`src/rtl/keypad_scanner.sv`:
```
// keypad_scanner: 4x4 matrix keypad scanner with whole-frame debounce and a
// latched toggle map for the downstream dot-matrix display.
//
// Ports:
//   clock      system clock, rising edge
//   reset      asynchronous active-low reset
//   kp_row     row sense, active-low; kp_row[3] = row 0 .. kp_row[0] = row 3
//   clr        synchronous clear of kp_val
//   kp_col     column drive, active-low one-cold; kp_col[3] = col 0 .. kp_col[0] = col 3
//   kp_val     toggle map; key (r,c) owns bit 15-(4r+c)
//   key_code   index 4r+c of the last accepted new press
//   key_valid  one-cycle pulse qualifying key_code
module keypad_scanner #(
    parameter int unsigned SCAN_DIV = 1000,
    parameter int unsigned DEBOUNCE = 3
) (
    input  logic        clock,
    input  logic        reset,
    input  logic [3:0]  kp_row,
    input  logic        clr,
    output logic [3:0]  kp_col,
    output logic [15:0] kp_val,
    output logic [3:0]  key_code,
    output logic        key_valid
);

    localparam int unsigned DivW = (SCAN_DIV > 1) ? $clog2(SCAN_DIV) : 1;
    localparam int unsigned CntW = (DEBOUNCE > 1) ? $clog2(DEBOUNCE) : 1;

    typedef enum logic [1:0] {StDrive, StSample, StEval} state_t;

    state_t            state;
    logic [1:0]        col;
    logic [DivW-1:0]   div;
    logic [15:0]       raw;
    logic [15:0]       prev;
    logic [15:0]       deb;
    logic [CntW-1:0]   match_cnt;

    logic [15:0]       raw_next;
    logic [CntW-1:0]   match_next;
    logic [15:0]       deb_next;
    logic [15:0]       rise;
    logic [3:0]        first_idx;

    // Merge the current column's row sense into the raw frame.
    always_comb begin
        raw_next = raw;
        for (int r = 0; r < 4; r++) begin
            for (int c = 0; c < 4; c++) begin
                if (col == 2'(c)) begin
                    raw_next[15 - (4 * r + c)] = ~kp_row[3 - r];
                end
            end
        end
    end

    // Frame-level debounce: a state must repeat over DEBOUNCE frames to be accepted.
    always_comb begin
        if (raw == prev) begin
            if (match_cnt == CntW'(DEBOUNCE - 1)) begin
                match_next = match_cnt;
            end else begin
                match_next = match_cnt + 1'b1;
            end
        end else begin
            match_next = '0;
        end
        deb_next = (match_next == CntW'(DEBOUNCE - 1)) ? raw : deb;
        rise     = deb_next & ~deb;
    end

    // Smallest key index wins; index 4r+c sits at bit 15-(4r+c), so the highest
    // set bit is kept (ascending scan, last hit wins).
    always_comb begin
        first_idx = 4'd0;
        for (int b = 0; b < 16; b++) begin
            if (rise[b]) begin
                first_idx = 4'(15 - b);
            end
        end
    end

    always_ff @(posedge clock or negedge reset) begin
        if (!reset) begin
            state     <= StDrive;
            col       <= 2'd0;
            div       <= '0;
            raw       <= '0;
            prev      <= '0;
            deb       <= '0;
            match_cnt <= '0;
            kp_col    <= 4'b1111;
            kp_val    <= '0;
            key_code  <= 4'd0;
            key_valid <= 1'b0;
        end else begin
            key_valid <= 1'b0;
            unique case (state)
                StDrive: begin
                    kp_col <= ~(4'b1000 >> col);
                    if (div == DivW'(SCAN_DIV - 1)) begin
                        div   <= '0;
                        state <= StSample;
                    end else begin
                        div <= div + 1'b1;
                    end
                end
                StSample: begin
                    // Column drive is held through the sample cycle.
                    raw <= raw_next;
                    if (col == 2'd3) begin
                        col   <= 2'd0;
                        state <= StEval;
                    end else begin
                        col   <= col + 2'd1;
                        state <= StDrive;
                    end
                end
                StEval: begin
                    kp_col    <= 4'b1111;
                    match_cnt <= match_next;
                    prev      <= raw;
                    deb       <= deb_next;
                    if (|rise) begin
                        key_valid <= 1'b1;
                        key_code  <= first_idx;
                    end
                    state <= StDrive;
                end
                default: begin
                    state <= StDrive;
                end
            endcase

            // Clear overrides a coincident toggle; only rising keys toggle.
            if (clr) begin
                kp_val <= '0;
            end else if (state == StEval) begin
                kp_val <= kp_val ^ rise;
            end
        end
    end

endmodule

```
`config.mk`:
```
export PLATFORM = sky130hd
export DESIGN_NAME = keypad_scanner
export DESIGN_NICKNAME = d
export VERILOG_FILES = /design/src/rtl/keypad_scanner.sv
export SDC_FILE = /design/constraint.sdc
export NUM_CORES = 1
export LEC_CHECK = 0
export CAP_MARGIN = 20
export CORE_MARGIN = 2
export CORE_UTILIZATION = 35
export DETAILED_ROUTE_END_ITERATION = 10
export PLACE_DENSITY = 0.57
export SETUP_SLACK_MARGIN = 0.4
export SLEW_MARGIN = 20
export SYNTH_ARGS = -nofsm -noshare
export SYNTH_HDL_FRONTEND = slang
export SYNTH_SLANG_ARGS = --single-unit
export TNS_END_PERCENT = 50
```
`constraint.sdc`:
```
create_clock -name clock -period 5.34 [get_ports clock]
set_input_delay 1.335 -clock clock [delete_from_list [all_inputs] [get_ports clock]]
set_output_delay 1.335 -clock clock [all_outputs]
set_load 0.02 [all_outputs]
```
==> results.toml <==
[route]
antenna_left = 0
wire_per_inst_um = 13.7
first_pass_iters = 4
num_vias = 2979
via_per_inst = 4.85
drc = 0
drt_iter0_drc = 229
drt-total-wl_mm = 8.39

[pwr]
peakVddDrop_mv = 0.153
leakage_nw = 2.24
p_per_area_mw_per_mm2 = 280

[floorplanning]
fp.dieH_um = 111
start_util_pct = 35.7
io_pins = 32
rows = 39
die-area_sq_mm = 0.0124
core_sq_mm = 0.0113
dieWidth_um = 111

[global_route]
gr-usage-met2_pct = 22.6
met3_usage_pct = 3.81
track_usage_pct = 14.4
first_global_vias = 2939
grt_max_degree = 59
grt_overflow = 0
grtUsageMet1_pct = 19.7
grt_busiest_layer = "met2"
grt_pass1_wl_mm = 14.5
antenna_found_initial = 0

[yosys]
yosys_warnings = 0
yosysTopAreaCell = "dfrtp_1"
synth_nets = 451
ys_seq_area_share_pct = 55.2
synth.top_cell.area_share_pct = 52.6
avgSynthCellArea_sq_um = 9.22
netlist_area_sq_mm = 0.00404
yosys-top-cells-area = "dfrtp_1 (53%), nand2_1 (13%), o21ai_0 (5.6%)"
synthDistinctLibCells = 36
yosys_register_bits = 89
synthCells = 438

[finish]
nFillCells = 1108
fin_cells = 614
synthToLayoutAreaGrowth_pct = 18.1
antennaDiodeCount = 0
layout-drive-gt1-share_pct = 5.10
finalNetCount = 479
seq_area_sq_mm = 0.00223
layout_commonest_cell = "nand2_1"
layout_common_cells = "nand2_1 (137), dfrtp_1 (85), o21ai_0 (45)"
multi_input_area_sq_mm = 0.00171
design_area_sq_mm = 0.00477

[clocking]
h-tree-depth = 3
cts_tree = "yes"
clkLatencyLatePin_ns = 0.34
cts_hold_buf = 0
cts_root_buf = "clkbuf_16"
cts_setup_buffers = 0
cts-resized-gates = 0
clock_sinks = 89
numCtsBuffers = 9
clk_pin_slew_ns = 0.06
clock_path_buffers = 2

[sta]
hold_viol_final = 0
relSlewSlack_pct = 50.7
post-route-period-util_pct = 52.4
period_needed_ns = 2.80
fin_tns_setup_ns = 0
tightestPinTransition_ns = 0.739
skew_ns = 0.00584
setup_violations = 0
rsz0062_at_grt = "no"
slew_violations = 0
fmax_mhz = 358
fin_ws_ns = 2.54

[run_status]
status = "complete, no violations"

[place]
postPlaceCellArea_sq_mm = 0.00446
io_buffer_count = 31
gp_congestion = 0.798
pre_cts_ws_ns = 2.78
dpl.hpwl_mm = 5.81
dp_cells = 598

[critical_path]
rr_worst_depth = 5
critPathTopFamily = "buffers and inverters"
path_depth = 1
worstSetupEndpoint = "kp_col[3]"
timing.critical_path.buf_inv = 1
cp.required_ns = 4.01
critPathMaxStageDelay_ns = 0.60
timing.rr.end = "kp_val[10]$_DFFE_PN0P_"
cp_slowest_cell = "clkdlybuf4s50_1"
startpoint = "kp_col[3]$_DFFE_PN1P_"
cp.arrival_ns = 1.46
crit_chain = "clkdlybuf4s50_1"
critPathKind = "register to primary output"
rrSetupSlack_ns = 2.77
cp_max_fo = 2
r2r_start = "state[0]$_DFFE_PN0P_"
start_kind = "register"
cp-end-kind = "primary output"

[hold_path]
hp-class = "register to register"

[run]
cap_viol_max_count = 0
==> power by group <==
group                     switching, W  internal, W
combinational                0.0000165   0.00000420
clock                         0.000253     0.000388
sequential     0.000000000000000000190     0.000674
total                         0.000269      0.00107
==> Yosys cell counts <==
| library cell | number |
|---|---|
| nand2_1 | 137 |
| dfrtp_1 | 85 |
| o21ai_0 | 45 |
| a21oi_1 | 25 |
| or3_1 | 20 |
| xnor2_1 | 20 |
| nand2b_1 | 18 |
| nor2_1 | 13 |
| clkbuf_1 | 11 |
| nor2b_1 | 8 |
| nand4_1 | 7 |
| ha_1 | 6 |
| inv_1 | 6 |
| nand3_1 | 5 |
| dfstp_2 | 4 |
| nor3_1 | 4 |
| a31oi_1 | 2 |
| and2_1 | 2 |
| buf_2 | 2 |
| buf_6 | 2 |
| a21o_1 | 1 |
| a311o_1 | 1 |
| buf_1 | 1 |
| mux2_1 | 1 |
| mux2i_1 | 1 |
| nand2_4 | 1 |
| nand4b_1 | 1 |
| nor3b_1 | 1 |
| nor4_1 | 1 |
| nor4_4 | 1 |
| o2111ai_1 | 1 |
| o211ai_1 | 1 |
| o22a_1 | 1 |
| o31ai_1 | 1 |
| or2b_1 | 1 |
| xor2_1 | 1 |
==> routing by layer <==
metal  vias to the layer above  share of wire (%)
met5                         -                  0
met4                         0                1.6
met3                        12                4.8
met2                        75                 44
met1                      1379                 50
li1                       1513                  -
==> worst min path at each step <==
stage | cells past startpoint | endpoint | slack [ns] | start
2_1_floorplan | 2 | deb[0]$_DFFE_PN0P_ | 0.43 | deb[0]$_DFFE_PN0P_
3_3_place_gp | 2 | deb[6]$_DFFE_PN0P_ | 0.44 | deb[6]$_DFFE_PN0P_
3_5_place_dp | 2 | deb[8]$_DFFE_PN0P_ | 0.45 | deb[8]$_DFFE_PN0P_
4_1_cts | 2 | deb[8]$_DFFE_PN0P_ | 0.46 | deb[8]$_DFFE_PN0P_
5_1_grt | 2 | deb[8]$_DFFE_PN0P_ | 0.48 | deb[8]$_DFFE_PN0P_
6_report | 2 | deb[9]$_DFFE_PN0P_ | 0.46 | deb[9]$_DFFE_PN0P_
==> registers in the layout, indices dropped and copies added (netlist names) <==
| name | flops |
|---|---|
| key_code | 4 |
| state | 2 |
| kp_col | 4 |
| div | 10 |
| kp_val | 16 |
| raw | 16 |
| prev | 16 |
| deb | 16 |
| key_valid | 1 |
| match_cnt | 2 |
| col | 2 |
==> metrics by stage <==
step	power, W	hold WS (ns)	utilization (%)
finish	0.00134	0.457	42.2
detailed placement	0.000709	0.447	39.4
CTS	0.00136	0.461	42.2
global route	0.00139	0.480	42.2
global placement	0.000709	0.440	39.4
floorplan	0.000689	0.430	-
==> kinds of logic after synthesis <==
logic type,Yosys count,synth area share (%)
buffers and inverters,22,2.48
adders and majority gates,6,1.86
DFF,89,55.2
muxes,2,0.526
AOI/OAI and AO/OA,78,10.2
xor gates and xnor gates,21,4.55
and+or+nand+nor,220,25.1
==> cell type report <==
cell class                 count  share of cell area, %
multi-input combinational    327                   35.8
inverter                       6                  0.472
clock buffer                  12                   5.37
tap                          143                   3.75
sequential                    89                   46.8
timing repair buffer          33                   6.76
clock inverter                 4                   1.07
Note: power is estimated with default switching activity, not from simulation.
